`src/rtl/pattern_scan_pkg.sv`:
```
// -----------------------------------------------------------------------------
// pattern_scan_pkg
// Shared definitions for the pattern scan controller and its 10110 detector:
// controller and detector state encodings, the searched pattern, and the
// default word / counter widths.
// -----------------------------------------------------------------------------
package pattern_scan_pkg;

   localparam int DEF_W  = 16;
   localparam int DEF_CW = 5;

   // Pattern recognised by the detector, oldest bit in the MSB.
   localparam logic [4:0] PATTERN = 5'b10110;

   typedef enum logic [1:0] {
      ST_IDLE   = 2'd0,
      ST_SHIFT  = 2'd1,
      ST_REPORT = 2'd2
   } ctrl_state_e;

   // Detector states name the longest suffix of the input that is a prefix
   // of the pattern: none, 1, 10, 101, 1011.
   typedef enum logic [2:0] {
      DET_D0 = 3'd0,
      DET_D1 = 3'd1,
      DET_D2 = 3'd2,
      DET_D3 = 3'd3,
      DET_D4 = 3'd4
   } det_state_e;

endpackage

```
`src/rtl/seq_det_10110.sv`:
```
// -----------------------------------------------------------------------------
// seq_det_10110
// Overlapping Mealy detector for the serial pattern 10110.
// Ports:
//   clk    - clock, rising edge
//   rst    - asynchronous active-low reset (state -> D0)
//   en     - consume bit_in this cycle
//   clr    - return to D0 on the next edge (wins over en)
//   bit_in - serial input bit
//   match  - combinational: high when en and bit_in completes the pattern
// -----------------------------------------------------------------------------
module seq_det_10110
   import pattern_scan_pkg::*;
(
   input  logic clk,
   input  logic rst,
   input  logic en,
   input  logic clr,
   input  logic bit_in,
   output logic match
);

   det_state_e state_q, state_d;

   always_ff @(posedge clk or negedge rst) begin
      if (!rst) begin
         state_q <= DET_D0;
      end else begin
         state_q <= state_d;
      end
   end

   always_comb begin
      state_d = state_q;
      if (clr) begin
         state_d = DET_D0;
      end else if (en) begin
         case (state_q)
            DET_D0:  state_d = bit_in ? DET_D1 : DET_D0;
            DET_D1:  state_d = bit_in ? DET_D1 : DET_D2;
            DET_D2:  state_d = bit_in ? DET_D3 : DET_D0;
            DET_D3:  state_d = bit_in ? DET_D4 : DET_D2;
            // After a completion, the trailing "10" is reused for overlap.
            DET_D4:  state_d = bit_in ? DET_D1 : DET_D2;
            default: state_d = DET_D0;
         endcase
      end
   end

   // Completion is seeing the pattern's last bit while holding "1011".
   assign match = en && (state_q == DET_D4) && (bit_in == PATTERN[0]);

endmodule

```
`src/rtl/pattern_scan_ctrl.sv`:
```
// -----------------------------------------------------------------------------
// pattern_scan_ctrl
// Accepts a W-bit word, shifts it MSB first through the 10110 detector (one
// bit per cycle), counts pattern completions and records the bit index of the
// first one, then holds the result until the consumer takes it.
// Ports:
//   clk, rst              - clock; asynchronous active-low reset
//   in_valid / in_ready   - word handshake (in_word, in_cont)
//   in_word               - word to scan
//   in_cont               - 1 keeps detector state from the previous word
//   abort                 - synchronous cancel; also clears the detector
//   out_valid / out_ready - result handshake
//   match_cnt             - saturating completion count
//   first_pos             - bit index (0 = MSB) completing the first match
//   any_match             - match_cnt != 0
//   busy                  - scanning or holding a result
// -----------------------------------------------------------------------------
module pattern_scan_ctrl
   import pattern_scan_pkg::*;
#(
   parameter int W  = DEF_W,
   parameter int CW = DEF_CW
) (
   input  logic                 clk,
   input  logic                 rst,
   input  logic                 in_valid,
   output logic                 in_ready,
   input  logic [W-1:0]         in_word,
   input  logic                 in_cont,
   input  logic                 abort,
   output logic                 out_valid,
   input  logic                 out_ready,
   output logic [CW-1:0]        match_cnt,
   output logic [$clog2(W)-1:0] first_pos,
   output logic                 any_match,
   output logic                 busy
);

   localparam int IW = $clog2(W);
   localparam logic [IW-1:0] IDX_LAST = IW'(W - 1);
   localparam logic [CW-1:0] CNT_MAX  = {CW{1'b1}};

   ctrl_state_e   state_q, state_d;
   logic [W-1:0]  word_q, word_d;
   logic [IW-1:0] idx_q, idx_d;
   logic [CW-1:0] cnt_q, cnt_d;
   logic [IW-1:0] first_q, first_d;
   logic          in_ready_q, in_ready_d;

   logic det_en;
   logic det_clr;
   logic det_match;

   seq_det_10110 u_det (
      .clk    (clk),
      .rst    (rst),
      .en     (det_en),
      .clr    (det_clr),
      .bit_in (word_q[W-1]),
      .match  (det_match)
   );

   always_ff @(posedge clk or negedge rst) begin
      if (!rst) begin
         state_q    <= ST_IDLE;
         word_q     <= '0;
         idx_q      <= '0;
         cnt_q      <= '0;
         first_q    <= '0;
         in_ready_q <= 1'b0;
      end else begin
         state_q    <= state_d;
         word_q     <= word_d;
         idx_q      <= idx_d;
         cnt_q      <= cnt_d;
         first_q    <= first_d;
         in_ready_q <= in_ready_d;
      end
   end

   always_comb begin
      state_d = state_q;
      word_d  = word_q;
      idx_d   = idx_q;
      cnt_d   = cnt_q;
      first_d = first_q;
      det_en  = 1'b0;
      det_clr = 1'b0;

      case (state_q)
         ST_IDLE: begin
            if (abort) begin
               det_clr = 1'b1;
            end else if (in_valid && in_ready_q) begin
               word_d  = in_word;
               idx_d   = '0;
               cnt_d   = '0;
               first_d = '0;
               // Clear lands on the accept edge, before the first bit.
               det_clr = !in_cont;
               state_d = ST_SHIFT;
            end
         end

         ST_SHIFT: begin
            if (abort) begin
               det_clr = 1'b1;
               idx_d   = '0;
               cnt_d   = '0;
               first_d = '0;
               state_d = ST_IDLE;
            end else begin
               det_en = 1'b1;
               // The word register shifts so its MSB is always bit idx.
               word_d = {word_q[W-2:0], 1'b0};
               if (det_match) begin
                  // Count never returns to zero once set, so zero marks
                  // "no match yet" even after saturation.
                  if (cnt_q == '0) begin
                     first_d = idx_q;
                  end
                  if (cnt_q != CNT_MAX) begin
                     cnt_d = cnt_q + 1'b1;
                  end
               end
               if (idx_q == IDX_LAST) begin
                  idx_d   = '0;
                  state_d = ST_REPORT;
               end else begin
                  idx_d = idx_q + 1'b1;
               end
            end
         end

         ST_REPORT: begin
            if (abort) begin
               det_clr = 1'b1;
               cnt_d   = '0;
               first_d = '0;
               state_d = ST_IDLE;
            end else if (out_ready) begin
               state_d = ST_IDLE;
            end
         end

         default: begin
            state_d = ST_IDLE;
         end
      endcase
   end

   // Registered so in_ready stays low throughout reset and rises on the
   // first edge after release.
   assign in_ready_d = (state_d == ST_IDLE);

   assign in_ready  = in_ready_q;
   assign out_valid = (state_q == ST_REPORT);
   assign busy      = (state_q != ST_IDLE);
   assign match_cnt = cnt_q;
   assign first_pos = first_q;
   assign any_match = (cnt_q != '0);

endmodule
```
`config.mk`:
```
export PLATFORM = sky130hd
export DESIGN_NAME = pattern_scan_ctrl
export DESIGN_NICKNAME = d
export VERILOG_FILES = /design/src/rtl/pattern_scan_pkg.sv /design/src/rtl/seq_det_10110.sv /design/src/rtl/pattern_scan_ctrl.sv
export SDC_FILE = /design/constraint.sdc
export NUM_CORES = 1
export LEC_CHECK = 0
export ABC_AREA = 1
export CAP_MARGIN = 25
export CORE_ASPECT_RATIO = 1.2
export CORE_MARGIN = 2
export CORE_UTILIZATION = 44
export DETAILED_ROUTE_END_ITERATION = 16
export DONT_BUFFER_PORTS = 1
export GPL_ROUTABILITY_DRIVEN = 1
export SYNTH_ARGS = -nofsm -noshare
export SYNTH_HDL_FRONTEND = slang
export SYNTH_SLANG_ARGS = --single-unit
```
`constraint.sdc`:
```
create_clock -name clk -period 2 [get_ports clk]
set_clock_uncertainty 0.05 [all_clocks]
set_input_delay 0.6 -clock clk [delete_from_list [all_inputs] [get_ports clk]]
set_output_delay 0.6 -clock clk [all_outputs]
set_load 0.01 [all_outputs]
```
==> results by group <==
Cells and area
  – Syn-to-layout area delta: 9.67%
  – Fin util: 0.506
  – Layout cells sized above 1: 0.0824
  – Number of inserted diodes: 0
  – Nets: approximately 300
  – Post-route non-filler standard cell count: between 300 and 400

Placement
  – Port Buffers: 0
  – DP Cell Count: 314
  – GP Congestion: 0.788
  – Dpl ws: 0.210 ns
  – Hpwl dp: 2930 µm

Setup path
  – Delay of the slowest critical-path stage: roughly 0.47 ns
  – Worst reg-to-reg path cell count: 8
  – Crit path max fanout: 6
  – Critical R2R Capture: match_cnt[4]$_DFFE_PN0P_
  – Critical Path Start: match_cnt[1]$_DFFE_PN0P_
  – Critical Path Sink: any_match
  – Reg2reg start: state_q[1]$_DFF_PN0_
  – Critical-path cell list: inv_1 -> ha_1 -> inv_1 -> nor2_1 -> nand2_1
  – Crit Path Category: flip-flop to primary output
  – Worst path arrival time: 1.24 ns
  – CP Launch Type: flip-flop
  – WP data required: between 1 and 1.5 ns
  – R2r setup slk: 0.28 ns
  – Crit path max-delay cell type: dfrtp_1
  – Crit path top cell by count: inv_1
  – CP Capture Type: primary output

Clock tree
  – Max clock buf depth: 2
  – Root Buffer: clkbuf_8
  – CTS Buf Count: 5
  – H-tree Lvls: 2
  – CTS Sinks: 35
  – Post-CTS Setup Bufs: 0
  – CTS tree: done
  – Clock-pin transition on the worst setup and hold timing paths: around 0.080 ns
  – Clock Latency Late Sink: between 0.2 and 0.3 ns

Floorplan
  – Std cell rows: 26
  – Core Region: 0.00429 mm²
  – # IOs: 35
  – Chip width: approximately 65 µm
  – Die Y: between 70 and 80 µm
  – Initial Util: 0.461
  – Die Area: ~0.0051 mm²

STA
  – Setup slack after layout: between 0.1 and 0.15 ns
  – Total negative slack: 0 ns
  – Min Tclk post-route: approximately 1.9 ns
  – Final setup viols: 0
  – Slew headroom: 0.770
  – RSZ-0062 raised after global routing: no
  – Final Hold Fails: 0
  – Worst slew pin tran: roughly 0.34 ns
  – Final period util: 0.946
  – Final Max Tran Viols: 0
  – Fmax: 529 MHz

Drt
  – First-pass DRT Iterations: 5
  – Remaining routing DRC violations: 0
  – WL final: 3960 µm
  – Drt wl/cell: between 10 and 15 µm
  – Vias: roughly 1.6k
  – Drt initial violations: 60
  – Antenna Nets Post-Route: 0
  – Vias per cell: 5.05

Logic synthesis
  – Syn nets: 292
  – Distinct cells, synth: 27
  – Sequential share of the synthesized area: 0.442
  – Mapped Cells: 262
  – Syn_area_per_cell: roughly 7.6 µm²
  – YS warnings: 0
  – Synth area leader: dfrtp_1
  – Post-synthesis cell area: slightly below 0.002 mm²
  – Post-synthesis register bit count: 35
  – Area share of the leading cell type in the synthesized netlist: 0.442
  – Largest cells by area after synthesis: dfrtp_1, nand2_1, inv_1

Min path
  – Hold Crit Class: input pin to async pin

GRT
  – Pin count of the biggest net entering global routing: 36
  – GRT Util Overall: 0.175
  – Initial antenna violation count: 0
  – Vias in the first global route: about 1.6k
  – Gr ovfl total: 0
  – First-pass GRT wire length: 6870 µm

Job
  – Max-cap viol count: 0

Pwr
  – Pwr Density: 1220 mW/mm²
  – Leakage power: 1.11 nW
  – Peak supply drop: 0.000534 V

Run status
  – Status: finished, final reports clean
==> layout by cell type, fill, tap and decap left out, drive strengths merged, types with 3 or more instances in the layout <==
cell type,Yosys,final
nand4,3,3
o21ai,24,24
inv,41,41
nand2,75,75
nor2,34,34
buf,5,3
dfrtp,35,35
clkbuf,1,6
o211ai,13,13
a21oi,3,3
nand3,13,13
ha,8,8
==> logic make-up (layout without fill, tap and decap cells) <==
family / after synthesis / count (layout) / synth area share
simple gates: 129 / 129 / 0.274
compound gates: 43 / 43 / 0.135
flops: 35 / 35 / 0.442
fa+ha+maj: 8 / 8 / 0.0506
buf+inv: 47 / 52 / 0.0980
==> registers in the layout (all words and copies together), names as in the netlist <==
register       flops
word_q            16
match_cnt          5
first_pos          4
idx_q              4
u_det.state_q      3
state_q            2
in_ready           1
==> layout make-up <==
cell class                 count  area, µm²
multi-input combinational    180        915
clock buffer                   6       82.6
clock inverter                 2       35.0
timing repair buffer           3       35.0
fill                         431       2120
sequential                    35        877
inverter                      41        156
tap                           56       70.1
==> stage by stage <==
stage | hold WS, ns | area (µm²) | power (mW)
2_1_floorplan | 0.254 | 1980 | 1.79
6_report | 0.0796 | 2170 | 2.64
4_1_cts | 0.0873 | 2160 | 2.67
5_1_grt | 0.0946 | 2170 | 2.86
3_3_place_gp | 0.255 | 2030 | 1.97
3_5_place_dp | 0.255 | 2030 | 1.98
==> layer usage <==
layer	up-vias	wire length [µm]	global-route usage
li1	838	-	-
met1	751	1770	0.204
met2	36	1880	0.293
met3	5	235	0.0522
met4	0	72	0.0771
met5	-	0	0
==> Yosys cell counts <==
| master | instances |
|---|---|
| o21ai_0 | 24 |
| ha_1 | 8 |
| nor2_1 | 33 |
| a22oi_1 | 1 |
| dfrtp_1 | 35 |
| nor3_1 | 1 |
| nand3_4 | 1 |
| inv_2 | 3 |
| buf_4 | 1 |
| clkbuf_1 | 1 |
| nand3b_1 | 1 |
| o31ai_1 | 2 |
| a21oi_1 | 2 |
| nand4_1 | 3 |
| o211ai_1 | 13 |
| nand3_1 | 12 |
| nand2_4 | 1 |
| inv_1 | 37 |
| a21oi_4 | 1 |
| nand2_2 | 1 |
| inv_4 | 1 |
| nand2_1 | 73 |
| nor4_1 | 1 |
| nor2_2 | 1 |
| or2_2 | 1 |
| buf_6 | 1 |
| buf_2 | 3 |
==> power by group <==
part / total (mW) / switching, mW / internal, mW
clock: 0.667 / 0.263 / 0.403
sequential: 1.04 / 0.125 / 0.920
combinational: 0.933 / 0.634 / 0.299
total: 2.64 / 1.02 / 1.62
==> worst max-delay path, delay by kind of cell (launching register included) <==
kind / cells / cell delay (ns)
buffers and inverters: 2 / 0.12
flip-flops: 1 / 0.47
adder cells (fa/ha/maj): 1 / 0.13
AND/OR/NAND/NOR: 2 / 0.24
==> worst min-delay path by stage <==
stage	slack (ns)	to	cells past startpoint
after floorplan	0.25	first_pos[0]$_DFFE_PN0P_	0
after global placement	0.26	word_q[6]$_DFFE_PN0P_	0
after detailed placement	0.26	word_q[5]$_DFFE_PN0P_	0
after CTS	0.09	word_q[5]$_DFFE_PN0P_	1
after global routing	0.09	word_q[5]$_DFFE_PN0P_	1
final	0.08	word_q[5]$_DFFE_PN0P_	1
==> what timing repair did <==
action / CTS / global route
resized for setup: 0 / 2
hold endpoints to repair: 35 / 0
endpoints found under the setup margin: 0 / 6
hold buffers: 1 / 0
(Power assumes the default switching activity.)
